==> config.mk <==
export PLATFORM = sky130hd
export DESIGN_NAME = adder_flat
export DESIGN_NICKNAME = d
export VERILOG_FILES = /design/src/rtl/adder_if.sv /design/src/rtl/adder.sv /design/src/flat_wrapper.sv
export SDC_FILE = /design/constraint.sdc
export NUM_CORES = 1
export LEC_CHECK = 0
export ABC_AREA = 1
export ABC_CLOCK_PERIOD_IN_PS = 3700
export CORE_AREA = 5 5 42 44
export DETAILED_ROUTE_END_ITERATION = 6
export DIE_AREA = 0 0 47 49
export GPL_ROUTABILITY_DRIVEN = 0
export GPL_TIMING_DRIVEN = 0
export PLACE_DENSITY = 0.52
export SYNTH_ARGS = -nofsm -noshare
export SYNTH_HDL_FRONTEND = slang
export SYNTH_SLANG_ARGS = --single-unit
==> constraint.sdc <==
create_clock -name i_clock -period 3.7 [get_ports i_clock]
set_input_delay 0.74 -clock i_clock [delete_from_list [all_inputs] [get_ports i_clock]]
set_output_delay 0.74 -clock i_clock [all_outputs]
set_load 0.05 [all_outputs]
==> src/rtl/adder_if.sv <==
// Operand/result bundle for the ripple-carry adder.
// The master side drives the operands and observes the results;
// the slave side is the adder itself.
interface adder_if #(
    parameter int BITS = 4
);
    logic [BITS-1:0] i_augend;
    logic [BITS-1:0] i_addend;
    logic [BITS-1:0] o_sum;
    logic            o_carry;
    logic            o_overflow;
    logic [BITS-1:0] o_sum_reg;
    logic            o_carry_reg;

    modport master (
        output i_augend,
        output i_addend,
        input  o_sum,
        input  o_carry,
        input  o_overflow,
        input  o_sum_reg,
        input  o_carry_reg
    );

    modport slave (
        input  i_augend,
        input  i_addend,
        output o_sum,
        output o_carry,
        output o_overflow,
        output o_sum_reg,
        output o_carry_reg
    );
endinterface

==> src/rtl/adder.sv <==
// Unsigned BITS-wide ripple-carry adder with carry-out and two's-complement
// overflow. The combinational result is also captured in a register on
// i_clock for consumers that want a flopped value.
module adder #(
    parameter int BITS = 4
) (
    input  logic    i_clock,
    input  logic    i_reset,
    adder_if.slave  bus
);
    logic [BITS-1:0] a;
    logic [BITS-1:0] b;
    logic [BITS-1:0] s;
    logic [BITS:0]   c;

    assign a    = bus.i_augend;
    assign b    = bus.i_addend;
    assign c[0] = 1'b0;

    // One full adder per bit; carry ripples from bit 0 upward.
    // NOTE: the chain is built from continuous assigns, so every net has
    // exactly one driver and no partial assignment can infer a latch.
    for (genvar k = 0; k < BITS; k++) begin : g_fa
        assign s[k]   = a[k] ^ b[k] ^ c[k];
        assign c[k+1] = (a[k] & b[k]) | (c[k] & (a[k] ^ b[k]));
    end

    assign bus.o_sum      = s;
    assign bus.o_carry    = c[BITS];
    // Signed overflow: carry into the sign bit differs from carry out of it.
    assign bus.o_overflow = c[BITS] ^ c[BITS-1];

    // Registered copy of the result, cleared asynchronously by i_reset.
    // NOTE: non-blocking assignments keep the flop update order-independent;
    // reset touches only these result flops, the adder path is unaffected.
    always_ff @(posedge i_clock or posedge i_reset) begin
        if (i_reset) begin
            bus.o_sum_reg   <= '0;
            bus.o_carry_reg <= 1'b0;
        end else begin
            bus.o_sum_reg   <= s;
            bus.o_carry_reg <= c[BITS];
        end
    end
endmodule

==> src/flat_wrapper.sv <==
// flat-port wrapper written by rule: the top's interface ports become plain ports
module adder_flat 
#(
    parameter int BITS = 4
)
  (i_clock, i_reset, bus_i_augend, bus_i_addend, bus_o_sum, bus_o_carry, bus_o_overflow, bus_o_sum_reg, bus_o_carry_reg);
  adder_if #(.BITS(BITS)) bus_i ();
  input  logic i_clock;
  input  logic i_reset;
  input wire logic [$bits(bus_i.i_augend)-1:0] bus_i_augend;
  input wire logic [$bits(bus_i.i_addend)-1:0] bus_i_addend;
  output wire logic [$bits(bus_i.o_sum)-1:0] bus_o_sum;
  output wire logic [$bits(bus_i.o_carry)-1:0] bus_o_carry;
  output wire logic [$bits(bus_i.o_overflow)-1:0] bus_o_overflow;
  output wire logic [$bits(bus_i.o_sum_reg)-1:0] bus_o_sum_reg;
  output wire logic [$bits(bus_i.o_carry_reg)-1:0] bus_o_carry_reg;
  assign bus_i.i_augend = bus_i_augend;
  assign bus_i.i_addend = bus_i_addend;
  assign bus_o_sum = bus_i.o_sum;
  assign bus_o_carry = bus_i.o_carry;
  assign bus_o_overflow = bus_i.o_overflow;
  assign bus_o_sum_reg = bus_i.o_sum_reg;
  assign bus_o_carry_reg = bus_i.o_carry_reg;
  adder #(.BITS(BITS)) u_core (.i_clock(i_clock), .i_reset(i_reset), .bus(bus_i));
endmodule
======== Word level (Yosys, flattened, before mapping) ========
Cells that the tools add are included.
word-level totals
  bits in registers ....................... 5
  logic and storage cells ................. 20
  memories kept ........................... 0
  memory bits (writable) .................. 0
  bits in latches ......................... 0
  ROM bits ................................ 0
  output and inout port bits .............. 11
  input bits .............................. 10
operators by class
  bitwise operators ....................... 18
  muxes and demuxes ....................... 0
  add/subtract/negate cells ............... 0
  shift operators ......................... 0
  multipliers ............................. 0
  reductions and logical operators ........ 0
  div/mod/pow operators ................... 0
  eq/ne operators ......................... 0
  magnitude comparators ................... 0
operators with widths
  cell               number
  1-bit bitwise XOR  8
  1-bit AND          7
  1-bit bitwise OR   3

======== Longest topological paths before layout ========
Gate-level depths: netlist of the first run.
  depth in word-level cells ............... 8
  gate-level depth with buffers ........... 10
  mapped depth without buffers ............ 10

======== Least setup slack after synthesis of the first run ========
OpenSTA, ideal clock, no wires.
  path type ............................... input -> output
  start point ............................. in bus_i_addend[0]
  end point ............................... out bus_o_overflow
  data required time ...................... 2960 ps
  arrival ................................. 2705 ps
  setup slack ............................. 255 ps
  path buffers ............................ 0
  stages .................................. 10
  path through ............................ ha_1 -> inv_1 -> fa_1 -> inv_1 -> fa_1 -> inv_2 -> fa_1 -> inv_1 -> nand2_1 -> nand2_1
between the ends
  cells in the longest elaborated chain, start to end .. 8
ends and longest elaborated chain
  what                    line                text
  start: declaration      flat_wrapper.sv:11  input wire logic [$bits(bus_i.i_addend)-1:0] bus_i_addend;
  1-bit AND (2 in a row)  adder.sv:25         assign c[k+1] = (a[k] & b[k]) | (c[k] & (a[k] ^ b[k]));
  1-bit bitwise OR        adder.sv:25
  1-bit AND               adder.sv:25
  1-bit bitwise OR        adder.sv:25
  1-bit AND               adder.sv:25
  1-bit bitwise OR        adder.sv:25
  via bus_o_carry         flat_wrapper.sv:13  output wire logic [$bits(bus_i.o_carry)-1:0] bus_o_carry;
  1-bit bitwise XOR       adder.sv:31         assign bus.o_overflow = c[BITS] ^ c[BITS-1];
  end: declaration        flat_wrapper.sv:14  output wire logic [$bits(bus_i.o_overflow)-1:0] bus_o_overflow;
The timed path passes the listed nets, and every way through them passes these cells.

======== Worst setup path after layout of the first run ========
  start point ............................. in bus_i_addend[0]
  end point ............................... out bus_o_overflow
between the ends
  cells in the longest elaborated chain, start to end .. 8
ends and longest elaborated chain
  what                      line
  1-bit AND * (2 in a row)  adder.sv:25
  1-bit bitwise OR *        adder.sv:25
  1-bit AND *               adder.sv:25
  1-bit bitwise OR *        adder.sv:25
  1-bit AND                 adder.sv:25
  1-bit bitwise OR          adder.sv:25
  1-bit bitwise XOR *       adder.sv:31
Every way passes the cells marked *; elsewhere a longest branch is shown, timed or not.

==> results of run 1 <==
[kinds of logic after synthesis]
group	Yosys count	share of synthesized area [%]
buffers and inverters	11	16.5
flip-flops	5	50.0
adder cells (fa/ha/maj)	4	29.0
AND/OR/NAND/NOR	3	4.50
[synth_stat cells]
cell type	count
inv_1	10
dfrtp_1	5
fa_1	3
nand2_1	3
ha_1	1
inv_2	1
[through the flow]
step / area [µm²] / cells / util [%] / hold slack (ns) / worst slack, ns
final: 483 / 63 / 34.5 / 0.696 / 0.144
after global routing: 483 / 63 / 34.5 / 0.724 / 0.00137
after CTS: 493 / 63 / 35.2 / 0.697 / 0.0130
after detailed placement: 470 / 59 / 33.6 / 0.946 / -0.487
after global placement: 470 / 59 / 33.6 / 0.949 / -0.495
after floorplan: 250 / 23 / - / 0.519 / 0.255
[per-layer routing]
| layer | up-vias | wire, µm | share of wire [%] |
|---|---|---|---|
| met1 | 90 | 160 | 31 |
| met5 | - | 0 | 0 |
| met2 | 12 | 262 | 51 |
| li1 | 106 | - | - |
| met4 | 0 | 25 | 4.8 |
| met3 | 2 | 69 | 13 |
[final cells by class]
type                            instances  area, µm²  area share [%]
Inverter                               11       41.3            8.55
Sequential cell                         5        125            25.9
Multi-Input combinational cell          7       83.8            17.4
Clock buffer                            4       26.3            5.44
Timing Repair Buffer                   20        186            38.6
Tap cell                               16       20.0            4.15
[critical path, cell delays in order]
cell,delay [ns]
clkdlybuf4s50_1,0.46
ha_1,0.14
inv_1,0.05
fa_1,0.34
inv_1,0.07
fa_1,0.20
inv_2,0.05
fa_1,0.37
inv_1,0.10
nand2_1,0.05
nand2_1,0.05
buf_4,0.19
[where the power goes]
part           total, µW  internal (µW)  leakage, µW  switching, µW
combinational        119           37.5     0.000175           81.1
sequential          64.3           62.6    0.0000584           1.70
clock               60.7           40.6    0.0000150           20.1
total                244            141     0.000248            103
[worst max-delay path by stage]
| stage | from | end | slack [ns] |
|---|---|---|---|
| 6_report | bus_i_addend[0] | bus_o_overflow | 0.14 |
| 5_1_grt | bus_i_augend[0] | bus_o_overflow | 0.001 |
| 4_1_cts | bus_i_addend[0] | bus_o_sum[3] | 0.01 |
| 3_5_place_dp | bus_i_addend[0] | bus_o_overflow | -0.49 |
| 3_3_place_gp | bus_i_addend[0] | bus_o_overflow | -0.50 |
| 2_1_floorplan | bus_i_addend[0] | bus_o_overflow | 0.26 |
[cells in the final DEF (no fill, tap or decap), types with 2 or more instances in the layout]
| master | count |
|---|---|
| dfrtp_1 | 5 |
| inv_1 | 10 |
| clkbuf_4 | 3 |
| nand2_1 | 3 |
| buf_2 | 2 |
| clkdlybuf4s50_1 | 16 |
| fa_1 | 3 |
[timing repair]
| item | in CTS | in global routing |
|---|---|---|
| endpoints found under the setup margin | 4 | 3 |
| setup buffers | 0 | 0 |
| gates resized for setup | 12 | 6 |
| hold buffers | 0 | 0 |
==> metrics.txt, run 1 <==
Synth area leaders dfrtp_1 50%, fa_1 24%, inv_1 15%; clock buffer depth 2; clk sinks 5; grt ovf 0; hpwl dp 461 µm; count of different cell masters after synthesis 6; Die Span X 47 µm; Final Hold Violating Endpoints 0; Initial Util 17.9%; io pins 21; DR WL/cell 8.22 µm; first-pass GRT wire length 745 µm; cell count after synthesis 23; Sum Neg Setup Slack 0 ns; min cycle time layout 3.56 ns; Tightest Hold Check Type input pin to async pin; status complete, no violations; drt total wl 518 µm; TritonCTS clock tree built; leakage 0.000248 µW; DRT iter0 DRCs 1; actual slew at the worst max-slew pin 0.497 ns; Clock Root Buffer clkbuf_4; DR DRC count 0; Die Area 0.00230 mm²; critical path type input pin to output pin; area added between synthesis and finish 93.0%; final-report setup violation count 0; syn nets 37; antenna viol nets, final 0; GRT met3 Usage 0.738%; vias in the first global route 200; crit-path max FO 3; DR vias/cell 3.33; number of port buffers 20; Worst Path Required 2.96 ns; Num CTS Buffers 3; kind of end point of the critical path output pin; RSZ-0062 raised after global routing false; Max Slew Vio Count 0; Overall Global Routing Usage 4.97%; critical path launch point type input pin; Post-Syn Area 250 µm²; ANT cells 0; CORE AREA 0.00140 mm²; max-cap check violation count 0; Slew headroom 66.8%; Max VDD drop 0.157 mV; antenna violations before repair 0; Seq/Total Area, Yosys 50.0%; total number of vias 210; synthesized flop and latch total 5; Synth top area share 50.0%; Overall Power 244 µW; f_max 0.281 GHz; CTS H-Tree Depth 1; met2 Use GR 7.01%; fraction of layout cells with a size suffix above 1 14.9%; Syn Area/Cell 10.9 µm²; row count 14; leading area contributor after synthesis dfrtp_1; synth warn 0; Power Dens Cells 505 mW/mm²; number of flip-flops in the largest register 4; nets 62; Clk pin slew, worst setup/hold paths 0.04 ns; first-pass iteration count of the detailed router 3; Worst Path Arrival 2.82 ns; die height 49 µm; # fillers 161; met1 Usage GRT 4.28%; largest net degree at the start of global routing 6; GRT Max-Usage Layer met4; Tcrit/Tclk final 96.1%
Power figures use the tool's default switching activity.
==> run 2: changes to the inputs <==
--- a/config.mk
+++ b/config.mk
@@ -6,7 +6,6 @@
 export NUM_CORES = 1
 export LEC_CHECK = 0
 export ABC_AREA = 1
-export ABC_CLOCK_PERIOD_IN_PS = 3700
 export CORE_AREA = 5 5 42 44
 export DETAILED_ROUTE_END_ITERATION = 6
 export DIE_AREA = 0 0 47 49
==> results of run 2 <==
Same layout as run 1: the final DEF is identical, and so are final timing and power.
